==> src/rtl/vga_timing_aot.sv <==
// VGA timing generator with a display-aligned coordinate pair and an
// ahead-of-time pair that leads it by LOOKAHEAD pixels in raster order.
module vga_timing_aot #(
  parameter int H_VISIBLE_AREA = 640,
  parameter int H_FRONT_PORCH  = 16,
  parameter int H_SYNC_PULSE   = 96,
  parameter int H_BACK_PORCH   = 48,
  parameter int V_VISIBLE_AREA = 480,
  parameter int V_FRONT_PORCH  = 10,
  parameter int V_SYNC_PULSE   = 2,
  parameter int V_BACK_PORCH   = 33,
  parameter int H_SYNC_POL     = 0,
  parameter int V_SYNC_POL     = 0,
  parameter int LOOKAHEAD      = 2,
  parameter int FRAME_W        = 8,
  localparam int H_WHOLE_LINE  = H_VISIBLE_AREA + H_FRONT_PORCH + H_SYNC_PULSE + H_BACK_PORCH,
  localparam int V_WHOLE_LINE  = V_VISIBLE_AREA + V_FRONT_PORCH + V_SYNC_PULSE + V_BACK_PORCH,
  localparam int HW            = $clog2(H_WHOLE_LINE),
  localparam int VW            = $clog2(V_WHOLE_LINE)
) (
  input  logic               vga_pix_clk,
  input  logic               rst_n,
  input  logic               pix_ce,
  output logic [HW-1:0]      sx,
  output logic [VW-1:0]      sy,
  output logic               display_enabled,
  output logic               hsync,
  output logic               vsync,
  output logic [HW-1:0]      sx_aot,
  output logic [VW-1:0]      sy_aot,
  output logic               display_enabled_aot,
  output logic               line_stb_aot,
  output logic               frame_stb_aot,
  output logic [FRAME_W-1:0] frame_count
);

  localparam logic [HW-1:0] H_LAST     = HW'(H_WHOLE_LINE - 1);
  localparam logic [HW-1:0] H_VIS      = HW'(H_VISIBLE_AREA);
  localparam logic [HW-1:0] H_SYNC_BEG = HW'(H_VISIBLE_AREA + H_FRONT_PORCH);
  localparam logic [HW-1:0] H_SYNC_END = HW'(H_VISIBLE_AREA + H_FRONT_PORCH + H_SYNC_PULSE);
  localparam logic [VW-1:0] V_LAST     = VW'(V_WHOLE_LINE - 1);
  localparam logic [VW-1:0] V_VIS      = VW'(V_VISIBLE_AREA);
  localparam logic [VW-1:0] V_SYNC_BEG = VW'(V_VISIBLE_AREA + V_FRONT_PORCH);
  localparam logic [VW-1:0] V_SYNC_END = VW'(V_VISIBLE_AREA + V_FRONT_PORCH + V_SYNC_PULSE);
  localparam logic          H_ON       = (H_SYNC_POL != 0) ? 1'b1 : 1'b0;
  localparam logic          V_ON       = (V_SYNC_POL != 0) ? 1'b1 : 1'b0;
  localparam logic [HW-1:0] AOT_X0     = HW'(LOOKAHEAD);
  localparam logic          DE_AOT0    = (LOOKAHEAD < H_VISIBLE_AREA) ? 1'b1 : 1'b0;

  if (LOOKAHEAD < 0 || LOOKAHEAD >= H_WHOLE_LINE) begin : g_bad_lookahead
    $error("vga_timing_aot: LOOKAHEAD must lie in 0..H_WHOLE_LINE-1");
  end
  if (H_VISIBLE_AREA == 0 || H_FRONT_PORCH == 0 || H_SYNC_PULSE == 0 || H_BACK_PORCH == 0 ||
      V_VISIBLE_AREA == 0 || V_FRONT_PORCH == 0 || V_SYNC_PULSE == 0 || V_BACK_PORCH == 0)
  begin : g_bad_timing
    $error("vga_timing_aot: timing parameters must be non-zero");
  end

  function automatic logic [HW-1:0] next_x(input logic [HW-1:0] x);
    return (x == H_LAST) ? '0 : x + HW'(1);
  endfunction

  function automatic logic [VW-1:0] next_y(input logic [HW-1:0] x, input logic [VW-1:0] y);
    if (x != H_LAST) return y;
    else return (y == V_LAST) ? '0 : y + VW'(1);
  endfunction

  function automatic logic h_level(input logic [HW-1:0] x);
    return (x >= H_SYNC_BEG && x < H_SYNC_END) ? H_ON : ~H_ON;
  endfunction

  function automatic logic v_level(input logic [VW-1:0] y);
    return (y >= V_SYNC_BEG && y < V_SYNC_END) ? V_ON : ~V_ON;
  endfunction

  logic [HW-1:0] sx_nxt_s;
  logic [VW-1:0] sy_nxt_s;
  logic [HW-1:0] sx_aot_nxt_s;
  logic [VW-1:0] sy_aot_nxt_s;

  assign sx_nxt_s     = next_x(sx);
  assign sy_nxt_s     = next_y(sx, sy);
  assign sx_aot_nxt_s = next_x(sx_aot);
  assign sy_aot_nxt_s = next_y(sx_aot, sy_aot);

  // Both pairs step in lockstep, so the reset offset keeps the lead forever.
  always_ff @(posedge vga_pix_clk or negedge rst_n) begin
    if (!rst_n) begin
      sx                  <= '0;
      sy                  <= '0;
      display_enabled     <= 1'b1;
      hsync               <= ~H_ON;
      vsync               <= ~V_ON;
      sx_aot              <= AOT_X0;
      sy_aot              <= '0;
      display_enabled_aot <= DE_AOT0;
      frame_count         <= '0;
    end else if (pix_ce) begin
      sx                  <= sx_nxt_s;
      sy                  <= sy_nxt_s;
      display_enabled     <= (sx_nxt_s < H_VIS) && (sy_nxt_s < V_VIS);
      hsync               <= h_level(sx_nxt_s);
      vsync               <= v_level(sy_nxt_s);
      sx_aot              <= sx_aot_nxt_s;
      sy_aot              <= sy_aot_nxt_s;
      display_enabled_aot <= (sx_aot_nxt_s < H_VIS) && (sy_aot_nxt_s < V_VIS);
      if (sx == H_LAST && sy == V_LAST) begin
        frame_count <= frame_count + FRAME_W'(1);
      end
    end
  end

  assign line_stb_aot  = pix_ce && (sx_aot == '0);
  assign frame_stb_aot = pix_ce && (sx_aot == '0) && (sy_aot == '0);

endmodule

==> config.mk <==
export PLATFORM = sky130hd
export DESIGN_NAME = vga_timing_aot
export DESIGN_NICKNAME = d
export VERILOG_FILES = /design/src/rtl/vga_timing_aot.sv
export SDC_FILE = /design/constraint.sdc
export NUM_CORES = 1
export LEC_CHECK = 0
export ABC_AREA = 1
export CORE_ASPECT_RATIO = 0.7
export CORE_MARGIN = 2
export CORE_UTILIZATION = 40
export CTS_CLUSTER_SIZE = 10
export DETAILED_ROUTE_END_ITERATION = 10
export HOLD_SLACK_MARGIN = 0.08
export PLACE_DENSITY = 0.7
export SYNTH_ARGS = -nofsm -noshare
export SYNTH_HDL_FRONTEND = slang
export SYNTH_SLANG_ARGS = --single-unit
==> constraint.sdc <==
create_clock -name vga_pix_clk -period 1.6 [get_ports vga_pix_clk]
set_input_delay 0.32 -clock vga_pix_clk [delete_from_list [all_inputs] [get_ports vga_pix_clk]]
set_output_delay 0.32 -clock vga_pix_clk [all_outputs]
set_load 0.02 [all_outputs]
======== Word-level counts from Yosys, hierarchy flattened ========
Index checks and enable logic that the tools add are counted.
cells by class
  order comparisons ....................... 8
  eq/ne operators ......................... 6
  multiplexer cells ....................... 8
  add/sub/neg operators ................... 5
  reduce and logical (&&, ||, !) cells .... 10
operator list
  operator                                                                               count
  10-bit 2-to-1 mux                                                                      6
  10-bit by 1-bit adder with 10-bit output (second input constant)                       4
  10-bit equality test (second input constant)                                           4
  10-bit < comparator (second input constant)                                            3
  10-bit by 9-bit < comparator with 1-bit output (second input constant)                 3
  10-bit logical NOT                                                                     2
  10-bit != test (second input constant)                                                 2
  10-bit greater-or-equal comparator (second input constant)                             1
  10-bit by 9-bit greater-or-equal comparator with 1-bit output (second input constant)  1
  8-bit by 1-bit adder with 8-bit output (second input constant)                         1
  1-bit logical AND                                                                      7
  1-bit 2-to-1 mux                                                                       2
  2-bit AND reduction                                                                    1
word-level totals
  register bits ........................... 52
  input bits .............................. 3
  logic and storage cells ................. 46
  output and inout bits ................... 54

======== Depth between registers and ports, before layout ========
  depth in word-level cells ............... 6
  mapped depth ............................ 13
  gate-level depth less buffers ........... 13

======== Worst setup path after synthesis ========
No wires, ideal clock.
  path type ............................... register to output
  start point ............................. register sx_aot[0]
  end point ............................... output port frame_stb_aot
  required time ........................... 1280 ps
  setup slack ............................. -670 ps
  buffers on the path ..................... 0
  stages on the path, launching flop included .. 6
  data arrival time ....................... 1950 ps
  path through ............................ dfrtp_1 > inv_1 > ha_1 > nand3b_1 > nor3_1 > nor3b_1
between the ends
  cells in the longest elaborated chain, start to end .. 3
ends and longest elaborated chain
  element                 line  RTL
  start, declared         29    output logic [HW-1:0] sx_aot,
  start signal, assigned  104   sx_aot <= sx_aot_nxt_s;
  10-bit logical NOT      n/a
  1-bit logical AND       n/a
  net line_stb_aot        32    output logic line_stb_aot,
  1-bit logical AND       114   assign frame_stb_aot = pix_ce && (sx_aot == '0) && (sy_aot == '0);
  end, declared           33    output logic frame_stb_aot,
The timed path passes the listed nets, and every way through them passes these cells.

======== Final worst setup path ========
  start point ............................. register sx_aot[0]
  end point ............................... output port frame_stb_aot
between the ends
  cells in the longest elaborated chain, start to end .. 3
ends and longest elaborated chain
  element                         line
  10-bit logical NOT              114
  1-bit logical AND (2 in a row)  114
Every way passes these cells.

==> Flow_metrics.wiki <==
{| class="wikitable"
! Metric !! Value
|-
| Result of the run || finished with violations
|-
| Violated checks || negative setup slack
|-
| # DRC || 0
|-
| Commonest cells after routing, fill and taps aside || nand2_1, buf_4, inv_1, dlygate4sd2_1, dfrtp_1
|-
| Worst skew pair latency || 0.30 ns
|-
| Synthesized area || 3250 sq um
|-
| CP cell instances || inv_2, ha_4, nand3b_1, nor3_4, nor3b_4, buf_6
|-
| Via count || 3,570
|-
| Per-instance average area after synthesis || 7.33 sq um
|-
| Critical path data arrival time || 1.56 ns
|-
| Cts bufs inserted || 5
|-
| Reg2reg path depth || 12
|-
| Largest vdd supply drop || 0.825 mV
|-
| Standard-cell rows || 27
|-
| Quantity of I/O buffers inserted on ports || 56
|-
| Clock tree from TritonCTS || built
|-
| Crit share post-route || 117%
|-
| Sink count of the clock tree || 52
|-
| Cell area after placement || 4710 sq um
|-
| Core region area || 7870 sq um
|-
| Minimum clock period after layout || 1.88 ns
|-
| Register bit count reported by yosys || 52
|-
| Slowest-stage cell, CP || dfrtp_2
|-
| Number of global-route vias before repair || 3,424
|-
| DPL Wire Length || 7050 um
|-
| Die Ht || 79.4 um
|-
| Highest attainable clock frequency || 0.533 GHz
|-
| Fin. max-slew vios || 0
|-
| RSZ-0062 raised after global routing || yes
|-
| Post-detailed-route wirelength per cell || 14.1 um
|-
| Number of antenna violations at the first check in global routing || 0
|-
| Post-Layout Inst Area || 5320 sq um
|-
| Critical path peak fanout || 2
|-
| Iteration count of the initial detailed-routing pass || 5
|-
| Count of nets after finishing || 623
|-
| Count of synthesis-stage warnings from yosys || 0
|-
| Tot GR Track Use || 22.2%
|-
| Number of maximum-capacitance violations || 0
|-
| Final Hold Slack || 0.465 ns
|-
| Number of nets still failing antenna checks after routing || 0
|-
| Total global routing overflow || 0
|-
| Number of standard cells in the layout, taps in and fillers out || 714
|-
| Number of instances in the placed design || 686
|-
| Total wirelength of the detailed-routed design || 10,100 um
|-
| Critical Path Source Type || register
|-
| Type of the setup path with the least slack || register to primary output
|-
| Cell Pwr Density || 1080 nW/um^2
|-
| Most common library cell in the layout ignoring fill and taps || nand2_1
|-
| Fraction of final layout cells sized beyond drive strength 1 || 38.5%
|-
| Number of antenna diodes || 0
|-
| Number of ports placed on the die boundary || 57
|-
| Number of nets produced by synthesis || 454
|-
| Average via count per standard cell || 5.00
|-
| Worst slew margin relative to its limit || 72.8%
|-
| Clock input transition at the sequential cells of the worst setup and hold paths || 0.07 ns
|-
| Share of synthesized area occupied by flip-flops and latches || 40.3%
|-
| Worst-case clock skew || 0.00542 ns
|-
| Maximum buffer depth of the clock tree || 2
|-
| Hold Crit Depth || 1
|-
| Detailed Route Iter0 Violations || 177
|-
| Effective utilization at floorplan || 41.3%
|-
| Accumulated negative setup slack || -3.19 ns
|-
| Tightest Hold Check Type || register to register
|-
| Synthesized netlist cell count || 443
|-
| Global-route wire length before repair || 15,900 um
|-
| Final Hold Vio Count || 0
|-
| Root Buffer || clkbuf_16
|-
| Depth of the CTS H-tree || 2
|-
| Overall die area || 8870 sq um
|-
| Leakage || 2.72 nW
|-
| Place WS || -0.668 ns
|-
| Area grow syn2layout || 63.7%
|-
| Max stage delay on crit path || 0.41 ns
|-
| Type of destination of the critical path || primary output
|-
| Die width || 112 um
|-
| Slew @ Worst Pin || 0.403 ns
|-
| Req. time, crit path || 1.28 ns
|-
| Number of setup violations in the final report || 33
|-
| Pin count of the biggest net entering global routing || 53
|-
| Gpl congestion || 0.880
|-
| Number of distinct library cells after synthesis || 36
|-
| Worst Setup Slack, final || -0.275 ns
|}
[sequential cells by signal, indices dropped and copies added (netlist names)]
signal,flops
hsync,1
sy_aot,10
frame_count,8
display_enabled,1
vsync,1
display_enabled_aot,1
sx_aot,10
sy,10
sx,10
[through the flow]
stage | power (W) | util (%)
final | 0.00575 | 67.5
after detailed placement | 0.00432 | 59.9
after floorplan | 0.00294 | -
after CTS | 0.00551 | 63.7
after global routing | 0.00610 | 67.5
after global placement | 0.00424 | 59.9
[Yosys cell counts, drive strengths merged]
library cell / count / area share (%)
xnor2: 7 / 1.9
mux2: 1 / 0.35
ha: 8 / 3.1
inv: 66 / 7.6
and3: 1 / 0.19
xor2: 9 / 2.4
and2: 1 / 0.19
nor3: 12 / 2.0
a21oi: 5 / 0.77
o22ai: 1 / 0.19
nor3b: 2 / 0.46
o2111ai: 1 / 0.27
o21ai: 41 / 6.3
nor2: 46 / 7.5
nand3: 44 / 7.3
a31oi: 1 / 0.19
clkbuf: 5 / 0.58
dfrtp: 47 / 36
nand2: 122 / 15
dfstp: 5 / 4.0
nand4: 12 / 2.7
buf: 3 / 0.42
a21boi: 1 / 0.23
nand3b: 2 / 0.46
[report_power, final]
group / total [W] / switching, W / internal, W
registers: 0.00174 / 0.000171 / 0.00156
clock network: 0.00123 / 0.000496 / 0.000737
logic: 0.00278 / 0.00154 / 0.00124
total: 0.00575 / 0.00221 / 0.00354
[critical path, delay by kind of cell (launching register included)]
kind	cells	cell delay, ns
buf+inv	2	0.22
flops	1	0.41
fa+ha+maj	1	0.12
simple gates	3	0.50
[timing repair]
action | 4_1_cts | 5_1_grt
hold buffers | 1 | 0
pin swaps | 24 | 26
hold endpoints to repair | 47 | 0
buffers inserted | 9 | 13
setup endpoints to repair | 86 | 41
gates resized for setup | 110 | 72
[path summary, 6_finish.rpt]
path | from | endpoint | slack [ns]
worst min register to register | frame_count[7]$_DFFE_PN0P_ | frame_count[7]$_DFFE_PN0P_ | 0.47
worst max-delay path | sx_aot[0]$_DFFE_PN0P_ | frame_stb_aot | -0.28
worst min-delay path | frame_count[7]$_DFFE_PN0P_ | frame_count[7]$_DFFE_PN0P_ | 0.47
min in group asynchronous | rst_n | frame_count[7]$_DFFE_PN0P_ | 0.55
max in group asynchronous | rst_n | sx_aot[1]$_DFFE_PN1P_ | 0.76
worst max register to register | sx_aot[1]$_DFFE_PN1P_ | display_enabled_aot$_DFFE_PN1P_ | -0.24
[layout make-up]
cell class | instances | area (sq um)
inverters | 66 | 253
clock buffers | 6 | 129
clock inverters | 2 | 35.0
repair buffers | 170 | 1410
fillers | 655 | 2550
well taps | 101 | 126
multi-input cells | 317 | 2050
flip-flops and latches | 52 | 1310
[cell families after synthesis]
| kind of cell | after synthesis | synth area share, % |
|---|---|---|
| AND/OR/NAND/NOR | 242 | 35.4 |
| buffers and inverters | 74 | 8.63 |
| flip-flops | 52 | 40.3 |
| AO/OA/AOI/OAI | 50 | 7.97 |
| XOR/XNOR | 16 | 4.31 |
| adder cells (fa/ha/maj) | 8 | 3.08 |
| multiplexers | 1 | 0.347 |
[layer usage]
layer	wire [um]	global-route usage (%)	vias to the layer above	share of wire, %
li1	-	-	1757	-
met1	4530	31.0	1693	45
met2	4840	36.7	107	48
met3	583	3.95	13	5.8
met4	108	4.20	0	1.1
met5	0	0	-	0
No activity file was read; power rests on OpenSTA's default activity.
